[config.mk]
export PLATFORM = sky130hd
export DESIGN_NAME = uart_rx
export DESIGN_NICKNAME = d
export VERILOG_FILES = /design/src/rtl/uart_rx.sv
export SDC_FILE = /design/constraint.sdc
export NUM_CORES = 1
export LEC_CHECK = 0
export ABC_CLOCK_PERIOD_IN_PS = 2150
export CAP_MARGIN = 10
export CORE_ASPECT_RATIO = 0.7
export CORE_MARGIN = 10
export CORE_UTILIZATION = 40
export CTS_CLUSTER_SIZE = 14
export DETAILED_ROUTE_END_ITERATION = 6
export PLACE_DENSITY = 0.61
export SKIP_LAST_GASP = 1
export SYNTH_ARGS = -nofsm -noshare
export SYNTH_HDL_FRONTEND = slang
export SYNTH_SLANG_ARGS = --single-unit
[constraint.sdc]
create_clock -name clk_i -period 2.15 [get_ports clk_i]
set_input_delay 0.5375 -clock clk_i [delete_from_list [all_inputs] [get_ports clk_i]]
set_output_delay 0.5375 -clock clk_i [all_outputs]
set_load 0.01 [all_outputs]
[src/rtl/uart_rx.sv]
// uart_rx: 8N1 serial receiver driven by a 16x oversampling tick.
// The line is synchronised into the clock domain first. The start bit is
// confirmed at its middle, and every later bit is sampled 16 ticks after
// the previous sample. A low stop bit reports a framing error and then
// parks the receiver until the line returns high.
module uart_rx (
    input  logic       clk_i,
    input  logic       rst_i,
    input  logic       tick_16x_i,
    input  logic       rx_i,
    output logic [7:0] data_o,
    output logic       valid_o,
    output logic       frame_err_o,
    output logic       busy_o
);

    typedef enum logic [2:0] {
        ST_IDLE,
        ST_START,
        ST_DATA,
        ST_STOP,
        ST_BREAK
    } state_t;

    state_t     state_q, state_d;
    logic       rx_meta_q, rx_meta_d;
    logic       rx_s_q, rx_s_d;
    logic [3:0] tick_cnt_q, tick_cnt_d;
    logic [2:0] bit_idx_q, bit_idx_d;
    logic [7:0] shift_q, shift_d;
    logic [7:0] data_q, data_d;
    logic       valid_q, valid_d;
    logic       frame_err_q, frame_err_d;

    // Register all receiver state; the synchroniser idles at the line's idle level
    always_ff @(posedge clk_i or negedge rst_i) begin
        if (!rst_i) begin
            state_q     <= ST_IDLE;
            rx_meta_q   <= 1'b1;
            rx_s_q      <= 1'b1;
            tick_cnt_q  <= 4'd0;
            bit_idx_q   <= 3'd0;
            shift_q     <= 8'h00;
            data_q      <= 8'h00;
            valid_q     <= 1'b0;
            frame_err_q <= 1'b0;
        end else begin
            state_q     <= state_d;
            rx_meta_q   <= rx_meta_d;
            rx_s_q      <= rx_s_d;
            tick_cnt_q  <= tick_cnt_d;
            bit_idx_q   <= bit_idx_d;
            shift_q     <= shift_d;
            data_q      <= data_d;
            valid_q     <= valid_d;
            frame_err_q <= frame_err_d;
        end
    end

    // Next-state logic: the FSM and its counters advance only on tick cycles
    always_comb begin
        state_d     = state_q;
        rx_meta_d   = rx_i;
        rx_s_d      = rx_meta_q;
        tick_cnt_d  = tick_cnt_q;
        bit_idx_d   = bit_idx_q;
        shift_d     = shift_q;
        data_d      = data_q;
        valid_d     = 1'b0;
        frame_err_d = 1'b0;

        if (tick_16x_i) begin
            unique case (state_q)
                ST_IDLE: begin
                    if (!rx_s_q) begin
                        state_d    = ST_START;
                        tick_cnt_d = 4'd0;
                    end
                end
                ST_START: begin
                    if (tick_cnt_q == 4'd7) begin
                        tick_cnt_d = 4'd0;
                        bit_idx_d  = 3'd0;
                        state_d    = rx_s_q ? ST_IDLE : ST_DATA;
                    end else begin
                        tick_cnt_d = tick_cnt_q + 4'd1;
                    end
                end
                ST_DATA: begin
                    tick_cnt_d = tick_cnt_q + 4'd1;
                    if (tick_cnt_q == 4'd15) begin
                        shift_d[bit_idx_q] = rx_s_q;
                        if (bit_idx_q == 3'd7) begin
                            state_d = ST_STOP;
                        end else begin
                            bit_idx_d = bit_idx_q + 3'd1;
                        end
                    end
                end
                ST_STOP: begin
                    if (tick_cnt_q == 4'd15) begin
                        tick_cnt_d = 4'd0;
                        if (rx_s_q) begin
                            data_d  = shift_q;
                            valid_d = 1'b1;
                            state_d = ST_IDLE;
                        end else begin
                            frame_err_d = 1'b1;
                            state_d     = ST_BREAK;
                        end
                    end else begin
                        tick_cnt_d = tick_cnt_q + 4'd1;
                    end
                end
                ST_BREAK: begin
                    if (rx_s_q) begin
                        state_d = ST_IDLE;
                    end
                end
                default: begin
                    state_d = ST_IDLE;
                end
            endcase
        end
    end

    assign data_o      = data_q;
    assign valid_o     = valid_q;
    assign frame_err_o = frame_err_q;
    assign busy_o      = (state_q != ST_IDLE);

endmodule

==> results.cfg <==
[outcome]
status = completed

[detailed_routing]
wl_met3_um = 204
firstDrtPassIters = 4
topRoutingLayerUsed = met4
ant_nets = 0
drc = 0
wl_met1_mm = 1.44
wl_mm = 2.88
wl_met2_mm = 1.22
via_per_inst = 5.06
vias = 1018
drt_iter0_drc = 116
avgRoutedWirePerCell_um = 14.3

[worst_hold_path]
worst_hold_path_type = reg2reg

[pwr]
netSwitchingFraction_pct = 28.8
vdd_ir_drop_max_uv = 406
p_leak_nw = 0.851
p_comb_share_pct = 24.6
p_clk_share_pct = 36.7
internal_power_w = 0.00137
p_switching_w = 0.000556
p_per_area_nw_per_um2 = 1050
pwr-share-seq_pct = 38.6

[layout]
nNetsFinal = 157
final_cell_area_um2 = 1840
syn2layout_area_growth_pct = 27.6
antennaDiodeCount = 0
drive_gt1_share_pct = 25.8
final_util_pct = 52.7
fill_cells = 314

[floorplanning]
start_util_pct = 41.3
core_um2 = 3490
rows = 18
dieArea_um2 = 6440
die_y_um = 70.2
io_pins = 15
die_w_um = 91.7

[setup_path]
end_kind = primary output
start_kind = flop
crit_type = reg2out
critPathRequiredTime_ns = 1.61
path_max_fanout = 3
worst_path_max_delay_cell = clkdlybuf4s50_1
crit_arrival_ns = 1.52
cp_slowest_stage_delay_ns = 0.48
path_cells = or3_1 > clkdlybuf4s50_1

[clock_network]
hold_buffers = 0
cts_tree = built
cts_buffers = 5
cts_setup_buffers = 0
clockBufferDepth = 2
cts_resized = 0
htreeDepth = 2
clkTransAtPathRegs_ns = 0.07
clock_sinks = 30
clkLatencyLatePin_ns = 0.28
root_buffer = clkbuf_8

[yosys]
synth.distinct_cells = 38
ys_seq_area_share_pct = 52.3
synth_nets = 131
synth_area_per_cell_um2 = 11.6
yosysWarningCount = 0
synthCells = 124
syn_area_um2 = 1440
ys_seq_elements = 30

[sta]
slew_headroom_pct = 52.8
rsz0062_at_grt = no
finalCriticalPeriod_ns = 2.05
timing.fmax_ghz = 0.487
maxSlewViolCount = 0
fin_crit_sh_pct = 95.5
finalSetupViolations = 0
hold_viol_final = 0
tightest_slew_ns = 0.703
fin_skew_ns = 0.00762

[global_route]
grt_max_degree = 31
grt_pass1_wl_mm = 5.07
grt_pass1_vias = 1027
grtUsageTotal_pct = 9.45
grt_overflow_total = 0
antenna_found_initial = 0

[placed_design]
place_congestion = 0.807
numPortBuffers = 14
place_area_um2 = 1700
post-dp-hpwl_mm = 2.04

[run]
max_cap_viol_count = 0
==> critical path: cells and delay by family, from the launching register on <==
kind	cells	cell delay, ns
buffers and inverters	1	0.48
flip-flops	1	0.40
AND/OR/NAND/NOR	1	0.36
==> sequential cells by signal, indices dropped and copies added (netlist names) <==
signal and count:
valid_o 1, tick_cnt_q 4, shift_q 8, bit_idx_q 3, state_q 3, frame_err_o 1, rx_s_q 1, rx_meta_q 1
data_o 8
==> metrics by stage <==
stage | TNS [ns] | power (W) | hold slack, ns | worst slack, ns | cells
after floorplan | 0 | 0.00109 | 0.242 | 0.489 | 124
after global placement | -0.332 | 0.00121 | 0.349 | -0.0427 | 193
after detailed placement | -0.268 | 0.00123 | 0.351 | -0.0394 | 193
after CTS | 0 | 0.00194 | 0.362 | 0.0730 | 201
after global routing | 0 | 0.00205 | 0.366 | 0.0293 | 201
final | 0 | 0.00193 | 0.360 | 0.0958 | 201
==> cells by family (layout without fill, tap and decap cells) <==
logic type,after synthesis,in the layout,share of synthesized area [%]
AO/OA/AOI/OAI,20,20,9.99
XOR/XNOR,2,2,1.22
AND/OR/NAND/NOR,42,42,16.6
flip-flops,30,30,52.3
buffers and inverters,8,35,2.35
multiplexers,19,19,14.9
adder cells (fa/ha/maj),3,3,2.61
==> synthesized netlist by cell type <==
cell type  count  share of area, %
dfrtp_1       28                49
mux2_2        13                10
nand2_1       10               2.6
nor2_1         9               2.3
nand3_1        5               1.7
o21ai_0        5               1.7
buf_2          3               1.0
ha_1           3               2.6
inv_1          3              0.78
mux2_1         3               2.3
nand2b_1       3               1.3
nor3_1         3               1.0
a21oi_1        2              0.70
a22o_1         2               1.2
and3_1         2              0.87
clkbuf_1       2              0.52
dfstp_2        2               3.6
mux2i_1        2               1.4
nor3b_1        2               1.0
o31a_1         2               1.2
o31ai_1        2               1.0
xnor2_1        2               1.2
a21o_1         1              0.52
a311oi_1       1              0.61
a31oi_1        1              0.43
a32o_1         1              0.70
and4_1         1              0.61
mux2_4         1               1.0
nor2_4         1              0.78
nor3b_4        1               1.3
nor4bb_1       1              0.70
o21bai_1       1              0.52
o221ai_1       1              0.61
o32a_1         1              0.70
or2_2          1              0.43
or3_1          1              0.43
or3b_2         1              0.61
or3b_4         1              0.78
==> cell usage in the layout (no fill, tap or decap), types with 3 or more instances in the layout <==
cell,n
ha_1,3
clkdlybuf4s50_1,14
dfrtp_1,28
nand3_1,5
buf_4,10
nand2_1,10
nor2_1,9
mux2_2,13
o21ai_0,5
nor3_1,3
clkbuf_8,6
inv_1,3
mux2_1,3
nand2b_1,3
==> worst paths after layout <==
path                                            from                        to  slack, ns  cells past startpoint
hold reg to reg                  rx_meta_q$_DFF_PN1_          rx_s_q$_DFF_PN1_       0.36                      0
setup reg to reg           tick_cnt_q[0]$_DFFE_PN0P_     data_o[0]$_DFFE_PN0P_       0.29                      5
min in group asynchronous                      rst_i  bit_idx_q[0]$_DFFE_PN0P_       0.65                      2
max in group asynchronous                      rst_i       rx_meta_q$_DFF_PN1_       1.18                      2
setup / recovery              state_q[0]$_DFFE_PN0P_                    busy_o        0.1                      2
hold / removal                   rx_meta_q$_DFF_PN1_          rx_s_q$_DFF_PN1_       0.36                      0
==> power groups by stage <==
| stage | combinational [W] | sequential (W) | clock (W) |
|---|---|---|---|
| final | 0.000475 | 0.000745 | 0.000709 |
| after global routing | 0.000538 | 0.000763 | 0.000749 |
| after CTS | 0.000475 | 0.000744 | 0.000724 |
| after detailed placement | 0.000473 | 0.000753 | 0 |
| after global placement | 0.000457 | 0.000749 | 0 |
| after floorplan | 0.000366 | 0.000723 | 0 |
==> per-layer routing <==
metal | vias to the layer above | global-route usage [%]
li1 | 499 | -
met1 | 485 | 12.5
met2 | 32 | 13.5
met4 | 0 | 2.05
met3 | 2 | 4.59
met5 | - | 0
==> final cells by class <==
| class | count | area [um^2] | share of cell area, % |
|---|---|---|---|
| Sequential cell | 30 | 753 | 41.0 |
| Multi-Input combinational cell | 86 | 653 | 35.5 |
| Timing Repair Buffer | 24 | 215 | 11.7 |
| Clock buffer | 6 | 82.6 | 4.49 |
| Tap cell | 50 | 62.6 | 3.40 |
| Clock inverter | 2 | 60.1 | 3.27 |
| Inverter | 3 | 11.3 | 0.613 |
Power figures use the tool's default switching activity.
